--- src/rtl/regfile_wr_arbiter.sv ---
// regfile_wr_arbiter: round-robin write-port arbiter with host burst lock for the MIPS register file.
// Optional macro RF_ARB_ZERO_GUARD_EN suppresses rf_we for accepted writes to register 0.
module regfile_wr_arbiter #(
  parameter int AW = 5,
  parameter int DW = 32
) (
  input  logic          clk,
  input  logic          rst,
  input  logic [2:0]    req_valid,
  input  logic [AW-1:0] req_addr0,
  input  logic [AW-1:0] req_addr1,
  input  logic [AW-1:0] req_addr2,
  input  logic [DW-1:0] req_data0,
  input  logic [DW-1:0] req_data1,
  input  logic [DW-1:0] req_data2,
  input  logic          host_lock,
  output logic [2:0]    req_ready,
  output logic          rf_we,
  output logic [AW-1:0] rf_addr,
  output logic [DW-1:0] rf_wdata,
  output logic          locked,
  output logic [1:0]    last_grant
);
  typedef enum logic {ARB, LOCKED} state_t;
  state_t r_state, w_next;
  logic [1:0] r_last, w_p0, w_p1, w_p2, w_win;
  logic w_acc, w_we;
  logic [AW-1:0] w_addr, r_addr;
  logic [DW-1:0] w_data, r_data;
  logic r_we;
  function automatic logic [1:0] nxt(input logic [1:0] x);
    return (x == 2'd2) ? 2'd0 : x + 2'd1;
  endfunction
  // A locked host that drops valid releases the port in that same cycle.
  always_comb begin
    w_p0 = nxt(r_last);
    w_p1 = nxt(w_p0);
    w_p2 = nxt(w_p1);
    locked = (r_state == LOCKED) && req_valid[2];
    w_win = locked ? 2'd2 : req_valid[w_p0] ? w_p0 : req_valid[w_p1] ? w_p1 : w_p2;
    w_acc = !rst && |req_valid;
    req_ready = w_acc ? (3'b001 << w_win) : 3'b000;
    w_next = (req_ready[2] && host_lock) ? LOCKED : ARB;
    w_addr = (w_win == 2'd0) ? req_addr0 : (w_win == 2'd1) ? req_addr1 : req_addr2;
    w_data = (w_win == 2'd0) ? req_data0 : (w_win == 2'd1) ? req_data1 : req_data2;
  end
`ifdef RF_ARB_ZERO_GUARD_EN
  assign w_we = w_acc && |w_addr;
`else
  assign w_we = w_acc;
`endif
  always_ff @(posedge clk or posedge rst)
    if (rst) r_state <= ARB;
    else r_state <= w_next;
  always_ff @(posedge clk or posedge rst)
    if (rst) begin
      r_last <= 2'd2;
      r_we   <= 1'b0;
      r_addr <= '0;
      r_data <= '0;
    end else begin
      r_we <= w_we;
      if (w_acc) begin
        r_last <= w_win;
        r_addr <= w_addr;
        r_data <= w_data;
      end
    end
  assign rf_we      = r_we;
  assign rf_addr    = r_addr;
  assign rf_wdata   = r_data;
  assign last_grant = r_last;
endmodule

--- config.mk ---
export PLATFORM = sky130hd
export DESIGN_NAME = regfile_wr_arbiter
export DESIGN_NICKNAME = d
export VERILOG_FILES = /design/src/rtl/regfile_wr_arbiter.sv
export SDC_FILE = /design/constraint.sdc
export NUM_CORES = 1
export LEC_CHECK = 0
export ABC_CLOCK_PERIOD_IN_PS = 2400
export CAP_MARGIN = 0
export CELL_PAD_IN_SITES_DETAIL_PLACEMENT = 0
export CELL_PAD_IN_SITES_GLOBAL_PLACEMENT = 1
export CORE_MARGIN = 10
export CORE_UTILIZATION = 26
export CTS_CLUSTER_SIZE = 25
export DETAILED_ROUTE_END_ITERATION = 16
export GPL_TIMING_DRIVEN = 0
export PLACE_DENSITY_LB_ADDON = 0.2
export SLEW_MARGIN = 25
export SYNTH_ARGS = -nofsm -noshare
export SYNTH_HDL_FRONTEND = slang
export SYNTH_SLANG_ARGS = --single-unit
--- constraint.sdc ---
create_clock -name clk -period 2.4 [get_ports clk]
set_input_delay 0.24 -clock clk [delete_from_list [all_inputs] [get_ports clk]]
set_output_delay 0.24 -clock clk [all_outputs]
set_load 0.005 [all_outputs]
==> impl_metrics.sql <==
INSERT INTO impl_metrics (metric_group, metric, value, unit) VALUES
('logic_synthesis', 'area_of_the_mapped_netlist', '0.002431', 'mm²'),
('cts', 'worstSkewPairLatency', '0.29', 'ns'),
('logic_synthesis', 'yosys.area.top_type', 'sky130_fd_sc_hd__dfrtp_1', ''),
('final_layout', 'nFillCells', '927', ''),
('final_layout', 'final_net_count', '521', ''),
('logic_synthesis', 'postSynthNetCount', '353', ''),
('sta', 'final.hold.worst_slack', '0.2665', 'ns'),
('sta', 'hold_viol_final', '0', ''),
('logic_synthesis', 'asyncSetResetFlopFracSynth', '100.0', '%'),
('grt', 'maximum_number_of_pins_on_one_net_before_global_route_repair', '28', ''),
('setup_path', 'setup.worst_path.start_class', 'register', ''),
('sta', 'clock-skew-final', '0.01238', 'ns'),
('logic_synthesis', 'synth_edf_count', '0', ''),
('sta', 'fmax', '0.4316', 'GHz'),
('run_status', 'result_of_the_run', 'finished clean', ''),
('setup_path', 'crit_fanout', '7', ''),
('sta', 'timing.slew.headroom', '66.65', '%'),
('sta', 'timing_worst_slew_pin_value', '0.4924', 'ns'),
('floorplan', 'core_area', '0.009153', 'mm²'),
('cts', 'clk_pin_slew_worst_paths', '0.09', 'ns'),
('final_layout', 'syn2layout_area_growth', '78.80', '%'),
('sta', 'rsz0062_at_grt', 'no', ''),
('routing', 'drt_first_iter_violations', '46', ''),
('logic_synthesis', 'synth.most_common_cell', 'sky130_fd_sc_hd__dfrtp_1', ''),
('grt', 'grt.overflow.total', '0', ''),
('routing', 'wirelength', '9547', 'µm'),
('sta', 'setup_tns', '0', 'ns'),
('logic_synthesis', 'synth-seq-area-share', '42.25', '%'),
('place', 'place_area', '0.004192', 'mm²'),
('floorplan', 'number_of_cell_rows', '35', ''),
('floorplan', 'num_ports', '161', ''),
('routing', 'drt-wirelength-per-cell', '18.50', 'µm'),
('logic_synthesis', 'netlist.area_leader.share', '41.17', '%'),
('run', 'cap_violations', '0', ''),
('cts', 'clk_root_buffer_cell', 'sky130_fd_sc_hd__clkbuf_8', ''),
('logic_synthesis', 'netlist_top_cells_area', 'sky130_fd_sc_hd__dfrtp_1, sky130_fd_sc_hd__o211ai_2, sky130_fd_sc_hd__mux2i_1', ''),
('floorplan', 'die_area', '0.01362', 'mm²'),
('logic_synthesis', 'ys_seq_elements', '41', ''),
('grt', 'grt_pass1_vias', '2802', ''),
('final_layout', 'fraction_of_layout_cells_with_a_size_suffix_above_1', '14.32', '%'),
('setup_path', 'critPathKind', 'reg -> out', ''),
('cts', 'cts_htree_levels', '2', ''),
('floorplan', 'floorplan.die.width', '116.7', 'µm'),
('hold_path', 'min_path_type', 'in -> async', ''),
('logic_synthesis', 'syn_area_per_cell', '10.30', 'µm²'),
('logic_synthesis', 'synth.cells.most_frequent', 'sky130_fd_sc_hd__dfrtp_1, sky130_fd_sc_hd__nand2_1, sky130_fd_sc_hd__mux2i_1, sky130_fd_sc_hd__nand3_1, sky130_fd_sc_hd__o211ai_2', ''),
('cts', 'clockBufferDepth', '2', ''),
('logic_synthesis', 'count_of_unique_library_cells_instantiated_by_yosys', '31', ''),
('setup_path', 'cp.arrival', '2.08', 'ns'),
('sta', 'period_needed', '2.317', 'ns'),
('logic_synthesis', 'synthesis.instances', '236', ''),
('pwr', 'ir_worst_vdd', '0.0002631', 'V'),
('routing', 'drcViolationCount', '0', ''),
('routing', 'first_pass_iters', '4', ''),
('floorplan', 'initial_util', '26.56', '%'),
('pwr', 'powerDensity', '638.0', 'mW/mm²'),
('pwr', 'power_leakage', '0.001842', 'µW'),
('place', 'place.port_buffers', '160', ''),
('sta', 'drv_slew', '0', ''),
('logic_synthesis', 'yosys_warnings', '0', ''),
('routing', 'via_count', '2445', ''),
('cts', 'tritoncts', 'done', ''),
('routing', 'detail-route-antenna-nets', '0', ''),
('grt', 'initial_antenna_violation_count', '0', ''),
('grt', 'grt_pass1_wl', '14810', 'µm'),
('cts', 'num_cts_buffers', '5', ''),
('logic_synthesis', 'dominantRegCellSynth', 'sky130_fd_sc_hd__dfrtp_1', ''),
('setup_path', 'end_kind', 'primary output', ''),
('sta', 'fin_crit_sh', '96.53', '%'),
('grt', 'grtUsageTotal', '13.86', '%'),
('floorplan', 'die-height', '116.7', 'µm'),
('place', 'detailedPlacementHpwl', '7498', 'µm'),
('cts', 'cts_sinks', '41', ''),
('place', 'gpl.final_weighted_congestion', '0.7699', ''),
('final_layout', 'antenna_cells_inserted', '0', ''),
('routing', 'vias_per_cell', '4.738', ''),
('final_layout', 'layout.cell_area.non_filler', '0.004347', 'mm²'),
('sta', 'final-setup-viol-count', '0', ''),
('setup_path', 'cp_data_required_time', '2.16', 'ns');
final timing paths:
check | from | end | slack [ns] | cells past startpoint
max | last_grant[1] | req_ready[1] | 0.08 | 4
min | rst | r_state | 0.27 | 2
max reg2reg | last_grant[1] | rf_wdata[16] | 0.42 | 6
min reg2reg | rf_addr[4] | rf_addr[4] | 0.49 | 2
max in group asynchronous | rst | rf_wdata[11] | 1.65 | 3
min in group clk | rf_addr[4] | rf_addr[4] | 0.49 | 2
registers in the layout, summed over array words and instances, names as in the netlist:
signal and count:
rf_we 1, r_state 1, last_grant 2, rf_addr 5
rf_wdata 32
layout make-up:
type	count	area, µm²	share of cell area [%]
inverters	5	18.77	0.4318
multi-input cells	170	1284	29.53
flip-flops and latches	41	1028	23.66
well taps	111	138.9	3.195
plain buffers	18	146.4	3.368
repair buffers	163	1640	37.74
clock buffers	8	90.09	2.073
power breakdown:
part           total, µW  leakage [µW]  internal (µW)  switching, µW
Clock                482     0.0000455            235            247
Sequential           973      0.000502            868            105
Combinational       1320       0.00129            780            538
cells by family (layout without fill, tap and decap cells):
group,count (synthesis),in the layout,share of synthesized area [%]
AND/OR/NAND/NOR,88,88,16.73
AO/OA/AOI/OAI,46,46,20.38
flip-flops,41,41,42.25
multiplexers,36,36,14.82
buffers and inverters,25,194,5.816
per-stage QoR:
stage	util [%]	power (µW)	setup slack (ns)	instances
4_1_cts	46.96	2806	0.03297	514
3_5_place_dp	45.80	2300	-0.4878	508
2_1_floorplan	-	1555	0.6533	236
5_1_grt	47.49	2977	0.002947	516
6_report	47.49	2773	0.08321	516
3_3_place_gp	45.58	2283	-0.4590	507
layer usage:
| metal | vias to the layer above | global-route usage (%) | wire (µm) |
|---|---|---|---|
| met3 | 4 | 7.601 | 1087 |
| met5 | - | 0 | 0 |
| li1 | 1192 | - | - |
| met2 | 91 | 22.72 | 4547 |
| met4 | 0 | 2.059 | 48 |
| met1 | 1158 | 15.81 | 3864 |
what timing repair did:
action,4_1_cts,5_1_grt
endpoints found under the setup margin,2,2
gates resized for setup,11,8
endpoints found under the hold margin,0,0
setup buffers,0,2
hold buffers,0,0
pin swaps,0,2
critical path: stages (launching register included):
cell and delay [ns]:
sky130_fd_sc_hd__dfstp_2 0.61, sky130_fd_sc_hd__nand2b_1 0.07, sky130_fd_sc_hd__a211o_1 0.33, sky130_fd_sc_hd__a21oi_1 0.22, sky130_fd_sc_hd__clkdlybuf4s50_1 0.55
placed cells by master (no fill, tap or decap), types with 2 or more instances in the layout:
master                            instances
sky130_fd_sc_hd__clkdlybuf4s50_1        157
sky130_fd_sc_hd__clkbuf_1                10
sky130_fd_sc_hd__o211ai_1                 6
sky130_fd_sc_hd__dfrtp_1                 39
sky130_fd_sc_hd__clkbuf_8                 7
sky130_fd_sc_hd__buf_12                   2
sky130_fd_sc_hd__buf_4                    4
sky130_fd_sc_hd__and2_1                   2
sky130_fd_sc_hd__buf_6                    6
sky130_fd_sc_hd__inv_1                    3
sky130_fd_sc_hd__nand2_1                 39
sky130_fd_sc_hd__mux2i_1                 36
sky130_fd_sc_hd__nand3_1                 36
sky130_fd_sc_hd__a21o_1                   3
sky130_fd_sc_hd__nor2_1                   3
sky130_fd_sc_hd__dlymetal6s2s_1           2
sky130_fd_sc_hd__inv_2                    2
sky130_fd_sc_hd__o211ai_2                30
No activity file was read; power rests on OpenSTA's default activity.
